File: src/rtl/cordic_req_master.sv
// cordic_req_master: issues commands to a pipelined CORDIC core and buffers
// its mode-tagged results in a credit-protected show-ahead FIFO.
`timescale 1ns/1ps

module cordic_req_master #(
    parameter int unsigned WIDTH     = 32,
    parameter int unsigned RES_DEPTH = 16,
    parameter int unsigned TIMEOUT   = 64
) (
    input  logic                           clk,
    input  logic                           rst,
    // upstream command port
    input  logic                           cmd_valid,
    output logic                           cmd_ready,
    input  logic [WIDTH-1:0]               cmd_x,
    input  logic [WIDTH-1:0]               cmd_y,
    input  logic [WIDTH-1:0]               cmd_z,
    input  logic                           cmd_mode,
    // core request side
    output logic [WIDTH-1:0]               c_x,
    output logic [WIDTH-1:0]               c_y,
    output logic [WIDTH-1:0]               c_z,
    output logic                           c_mode,
    output logic                           c_valid_in,
    // core response side
    input  logic [WIDTH-1:0]               c_cos,
    input  logic [WIDTH-1:0]               c_sin,
    input  logic [WIDTH-1:0]               c_tan_in,
    input  logic                           c_valid_out,
    // result port
    output logic                           res_valid,
    input  logic                           res_ready,
    output logic [WIDTH-1:0]               res_cos,
    output logic [WIDTH-1:0]               res_sin,
    output logic [WIDTH-1:0]               res_tan,
    output logic                           res_mode,
    // status
    output logic [$clog2(RES_DEPTH):0]     inflight,
    input  logic                           err_clr,
    output logic                           err_unexp,
    output logic                           err_timeout
);

    localparam int unsigned AW = $clog2(RES_DEPTH);
    localparam int unsigned CW = AW + 1;
    localparam int unsigned OW = CW + 1;
    localparam int unsigned TW = $clog2(TIMEOUT + 1);
    localparam int unsigned RW = 3 * WIDTH + 1;

    logic [CW-1:0] r_inflight;
    logic [CW-1:0] r_res_count;
    logic [CW-1:0] w_res_cnt_nxt;
    logic [OW-1:0] w_occ;
    logic          w_accept;
    logic          w_have_inflight;
    logic          w_resp;
    logic          w_unexp;
    logic          w_pop;

    logic          r_tag_mem [RES_DEPTH];
    logic [AW-1:0] r_tag_wr;
    logic [AW-1:0] r_tag_rd;

    logic [RW-1:0] r_res_mem [RES_DEPTH];
    logic [AW-1:0] r_res_wr;
    logic [AW-1:0] r_res_rd;
    logic [AW-1:0] w_res_rd_nxt;
    logic [RW-1:0] w_res_wdata;
    logic [RW-1:0] w_head_nxt;
    logic [RW-1:0] r_head;
    logic          r_res_valid;

    logic [TW-1:0] r_wdog;
    logic [TW-1:0] w_wdog_nxt;
    logic          w_to_set;
    logic          r_err_unexp;
    logic          r_err_timeout;

    // Credit: every issued or buffered transaction owns one result FIFO slot
    assign w_occ           = OW'(r_inflight) + OW'(r_res_count);
    assign cmd_ready       = (w_occ < OW'(RES_DEPTH)) & ~r_err_timeout;
    assign w_accept        = cmd_valid & cmd_ready;
    assign w_have_inflight = (r_inflight != '0);
    assign w_resp          = c_valid_out & w_have_inflight;
    assign w_unexp         = c_valid_out & ~w_have_inflight;
    assign w_pop           = r_res_valid & res_ready;

    // Issue register: operands load on accept and hold otherwise; strobe lasts one cycle
    always_ff @(posedge clk or posedge rst) begin
        if (rst) begin
            c_x        <= '0;
            c_y        <= '0;
            c_z        <= '0;
            c_mode     <= 1'b0;
            c_valid_in <= 1'b0;
        end else begin
            c_valid_in <= w_accept;
            if (w_accept) begin
                c_x    <= cmd_x;
                c_y    <= cmd_y;
                c_z    <= cmd_z;
                c_mode <= cmd_mode;
            end
        end
    end

    // In-flight counter: simultaneous issue and return cancel out
    always_ff @(posedge clk or posedge rst) begin
        if (rst) begin
            r_inflight <= '0;
        end else if (w_accept && !w_resp) begin
            r_inflight <= r_inflight + CW'(1);
        end else if (!w_accept && w_resp) begin
            r_inflight <= r_inflight - CW'(1);
        end
    end

    // Mode tag FIFO pointers; occupancy always equals the in-flight count
    always_ff @(posedge clk or posedge rst) begin
        if (rst) begin
            r_tag_wr <= '0;
            r_tag_rd <= '0;
        end else begin
            if (w_accept) r_tag_wr <= r_tag_wr + AW'(1);
            if (w_resp)   r_tag_rd <= r_tag_rd + AW'(1);
        end
    end

    // Mode tag storage
    always_ff @(posedge clk) begin
        if (w_accept) r_tag_mem[r_tag_wr] <= cmd_mode;
    end

    assign w_res_wdata  = {c_cos, c_sin, c_tan_in, r_tag_mem[r_tag_rd]};
    assign w_res_rd_nxt = r_res_rd + AW'(w_pop);

    // Next result count; push and pop together leave it unchanged
    always_comb begin
        w_res_cnt_nxt = r_res_count;
        if (w_resp && !w_pop) begin
            w_res_cnt_nxt = r_res_count + CW'(1);
        end else if (!w_resp && w_pop) begin
            w_res_cnt_nxt = r_res_count - CW'(1);
        end
    end

    // Next head: bypass the write data when it lands in the slot becoming the head
    always_comb begin
        w_head_nxt = r_res_mem[w_res_rd_nxt];
        if (w_resp && (r_res_wr == w_res_rd_nxt)) begin
            w_head_nxt = w_res_wdata;
        end
    end

    // Result FIFO pointers, count and registered show-ahead head
    always_ff @(posedge clk or posedge rst) begin
        if (rst) begin
            r_res_wr    <= '0;
            r_res_rd    <= '0;
            r_res_count <= '0;
            r_res_valid <= 1'b0;
            r_head      <= '0;
        end else begin
            if (w_resp) r_res_wr <= r_res_wr + AW'(1);
            r_res_rd    <= w_res_rd_nxt;
            r_res_count <= w_res_cnt_nxt;
            r_res_valid <= (w_res_cnt_nxt != '0);
            r_head      <= (w_res_cnt_nxt != '0) ? w_head_nxt : '0;
        end
    end

    // Result storage
    always_ff @(posedge clk) begin
        if (w_resp) r_res_mem[r_res_wr] <= w_res_wdata;
    end

    // Watchdog: counts idle-response cycles while work is outstanding, saturates at expiry
    always_comb begin
        w_wdog_nxt = r_wdog;
        w_to_set   = 1'b0;
        if (c_valid_out || !w_have_inflight) begin
            w_wdog_nxt = '0;
        end else if (r_wdog == TW'(TIMEOUT - 1)) begin
            w_wdog_nxt = TW'(TIMEOUT);
            w_to_set   = 1'b1;
        end else if (err_clr) begin
            w_wdog_nxt = '0;
        end else if (r_wdog != TW'(TIMEOUT)) begin
            w_wdog_nxt = r_wdog + TW'(1);
        end
    end

    // Watchdog register
    always_ff @(posedge clk or posedge rst) begin
        if (rst) begin
            r_wdog <= '0;
        end else begin
            r_wdog <= w_wdog_nxt;
        end
    end

    // Sticky error flags; a same-cycle set beats err_clr
    always_ff @(posedge clk or posedge rst) begin
        if (rst) begin
            r_err_unexp   <= 1'b0;
            r_err_timeout <= 1'b0;
        end else begin
            if (w_unexp)      r_err_unexp <= 1'b1;
            else if (err_clr) r_err_unexp <= 1'b0;
            if (w_to_set)     r_err_timeout <= 1'b1;
            else if (err_clr) r_err_timeout <= 1'b0;
        end
    end

    assign res_valid   = r_res_valid;
    assign res_cos     = r_head[3*WIDTH -: WIDTH];
    assign res_sin     = r_head[2*WIDTH -: WIDTH];
    assign res_tan     = r_head[WIDTH -: WIDTH];
    assign res_mode    = r_head[0];
    assign inflight    = r_inflight;
    assign err_unexp   = r_err_unexp;
    assign err_timeout = r_err_timeout;

endmodule

File: config.mk
export PLATFORM = sky130hd
export DESIGN_NAME = cordic_req_master
export DESIGN_NICKNAME = d
export VERILOG_FILES = /design/src/rtl/cordic_req_master.sv
export SDC_FILE = /design/constraint.sdc
export NUM_CORES = 2
export LEC_CHECK = 0
export ABC_AREA = 1
export CELL_PAD_IN_SITES_DETAIL_PLACEMENT = 2
export CELL_PAD_IN_SITES_GLOBAL_PLACEMENT = 2
export CORE_UTILIZATION = 37
export CTS_CLUSTER_SIZE = 40
export DETAILED_ROUTE_END_ITERATION = 8
export GPL_TIMING_DRIVEN = 1
export PLACE_DENSITY_LB_ADDON = 0.1
export SYNTH_ARGS = -nofsm -noshare
export SYNTH_HDL_FRONTEND = slang
export SYNTH_SLANG_ARGS = --single-unit
File: constraint.sdc
create_clock -name clk -period 7.2 [get_ports clk]
set_input_delay 0.72 -clock clk [delete_from_list [all_inputs] [get_ports clk]]
set_output_delay 0.72 -clock clk [all_outputs]
set_load 0.1 [all_outputs]
==> qor.csv <==
metric,value,unit
status,"finished, final reports clean",
largest buffer count on any clock path,3,
GR Util All Layers,25.0,%
Max Clk Rate,0.222,GHz
"Power, Total",45.5,mW
vias in the first global route,54200,
Worst-path clk slew,0.06,ns
"Async S/R FF share, synth",12.8,%
Synth Register Bits,1799,
crit path time final,4.50,ns
post-synthesis sequential area ratio,73.9,%
post-synth net total,6375,
worst-skew pair later-pin latency,0.84,ns
max-cap check violation count,0,
Root Buffer,clkbuf_16,
worst vdd ir,0.506,mV
crit path DAT,5.26,ns
Yosys warnings,0,
Hold Buf Count CTS,0,
largest net degree at the start of global routing,203,
Worst-Margin Slew,1.35,ns
I/O pins,403,
"EDFF count, synth",1568,
drt drc,0,
Area growth syn-to-layout,18.6,%
vias per cell,5.41,
Post-DP Area,0.0784,mm2
Net Switching,21.3,mW
unrepaired setup endpoints after global routing,false,
DP Wirelength,122,mm
# clock sinks,1799,
CP Capture Type,register,
"Hold Violations, Final",0,
clock group share of total power,22.2,%
post-CTS resize count,0,
Logic pwr share,47.8,%
Crit Path Max Fanout,84,
First-pass DRT Iterations,5,
row count,161,
IO buf count,402,
Routed Antenna Nets,0,
Final WS setup,2.70,ns
Lkg Pwr,31.7,nW
Unique masters post-synth,28,
Main synth FF type,edfxtp_1,
clock skew,0.0243,ns
Flop pwr share,30.0,%
Post-CTS Setup Bufs,0,
CTS tree,yes,
Final Instance Area,0.0848,mm2
Finish-stage setup viols,0,
Die W,442,um
syn avg cell area,11.6,um2
CP required,7.96,ns
Die H,442,um
period utilization,62.5,%
Final Slew Violations,0,
WS Path Type,register to register,
H-tree depth,4,
global placer's final weighted congestion,0.725,
Internal Power,24.2,mW
first-pass GRT wire length,363,mm
total die area,0.195,mm2
Post-Synthesis Cell Area,0.0715,mm2
startpoint types,register,
power per cell area,537,mW/mm2
Slew HR,10.0,%
vias,49600,
Net Sw Frac,46.9,%
Hold Slack,0.427,ns
Hold Crit Class,input port to register,
Nets,6681,
Post-Synthesis Cells,6152,
initial antenna violation count,26,
WL per Instance,26.8,um
overflow left after global routing,0,
Core Area,0.192,mm2
setup_tns,0,ns
layout cells sized above 1,6.21,%
pre-CTS setup slack,1.95,ns
CTS buffer count,197,
Starting DRT DRC Count,3274,
DRT Wirelength,245,mm
Initial Util,37.2,%
sequential cells by signal, indices dropped and copies added, names as in the netlist, 4 cells and up:
name	flops
r_wdog	7
r_tag_mem	16
r_head	97
r_res_wr	4
inflight	5
r_res_rd	4
r_res_mem	1552
c_z	32
r_tag_rd	4
r_res_count	5
r_tag_wr	4
c_x	32
c_y	32
synth_stat cells, drive strengths merged (2+ instances only):
master     n  share of area [%]
a21o       3              0.031
a21oi      6              0.042
a31oi      2              0.017
buf       70               0.43
clkbuf   305                1.6
dfrtp    231                8.1
edfxtp  1568                 66
ha        23               0.40
inv      139               0.73
nand2   2204                 12
nand3   1484                 10
nand4      6              0.052
nor2      65               0.34
nor3       3              0.021
nor4       2              0.017
o21ai     17               0.12
or2        2              0.017
xnor2      4              0.059
xor2      16               0.20
worst paths after layout:
path                                 from    endpoint  slack (ns)  cells after the start
worst min register to register    c_x[26]     c_x[26]        0.47                      2
min in group asynchronous             rst     c_z[30]        0.45                      2
max in group asynchronous             rst  r_head[42]        5.39                      3
worst max-delay path            res_valid  r_head[40]        2.70                     14
worst min-delay path             cmd_x[0]      c_x[0]        0.43                      3
worst max register to register  res_valid  r_head[40]        2.70                     14
through the flow:
step | util [%] | std cells
after floorplan | - | 6152
after global placement | 40.8 | 8785
after detailed placement | 40.8 | 8785
after CTS | 44.1 | 9157
after global routing | 44.1 | 9161
final | 44.1 | 9163
placed cells by master, fill, tap and decap left out, types with 5 or more instances in the layout:
cell	count
bufinv_16	12
xor2_1	14
nand3_1	1482
edfxtp_1	1568
clkinv_1	19
diode_2	6
a21oi_1	6
buf_4	63
clkinv_2	40
inv_6	5
nand4_1	6
nand2_1	2201
clkbuf_16	202
o21ai_0	17
clkbuf_1	64
inv_1	135
clkdlybuf4s50_1	394
clkbuf_8	25
ha_1	21
buf_12	25
dfrtp_1	231
nor2_4	18
nor2_1	47
cell families (layout without fill, tap and decap cells):
logic type / count (synthesis) / after routing / share of synthesized area [%]
compound gates: 29 / 29 / 0.219
xor+xnor: 20 / 20 / 0.255
fa+ha+maj: 24 / 24 / 0.430
buf+inv: 514 / 993 / 2.76
flops: 1799 / 1799 / 73.9
other cells: 0 / 6 / 0
simple gates: 3766 / 3766 / 22.4
area by class of cell:
cell class | instances | area [um2]
antenna | 6 | 15.0
clock buffer | 291 | 5640
clock inverter | 81 | 752
fill | 19300 | 107000
inverter | 139 | 544
multi-input combinational | 3839 | 16900
sequential | 1799 | 52900
tap | 2526 | 3160
timing repair buffer | 482 | 4920
routing by layer:
metal / vias to the layer above / wire [um] / global-route usage (%)
li1: 22000 / - / -
met1: 26200 / 107000 / 32.5
met2: 1053 / 122000 / 43.0
met3: 378 / 10800 / 4.23
met4: 30 / 5930 / 6.90
met5: - / 173 / 0
power groups by stage:
stage | combinational, mW | sequential (mW) | clock, mW
2_1_floorplan | 10.6 | 17.8 | 0
3_3_place_gp | 21.4 | 13.8 | 0
3_5_place_dp | 22.0 | 13.9 | 0
4_1_cts | 22.1 | 13.7 | 10.3
5_1_grt | 23.7 | 13.8 | 10.7
6_report | 21.7 | 13.7 | 10.1
critical path, stage by stage, from the launching register on:
cell and delay, ns:
dfrtp_1 0.39, nand2_1 0.18, inv_1 0.16, ha_4 0.20, ha_4 0.42, inv_8 0.58
nand2_1 0.12, a21oi_1 0.20, nand3_1 0.14, nor2_4 1.03, buf_4 0.52, nand2_1 0.13
nand2_1 0.12, nand2_1 0.07, inv_1 0.09
No activity file was read; power rests on OpenSTA's default activity.
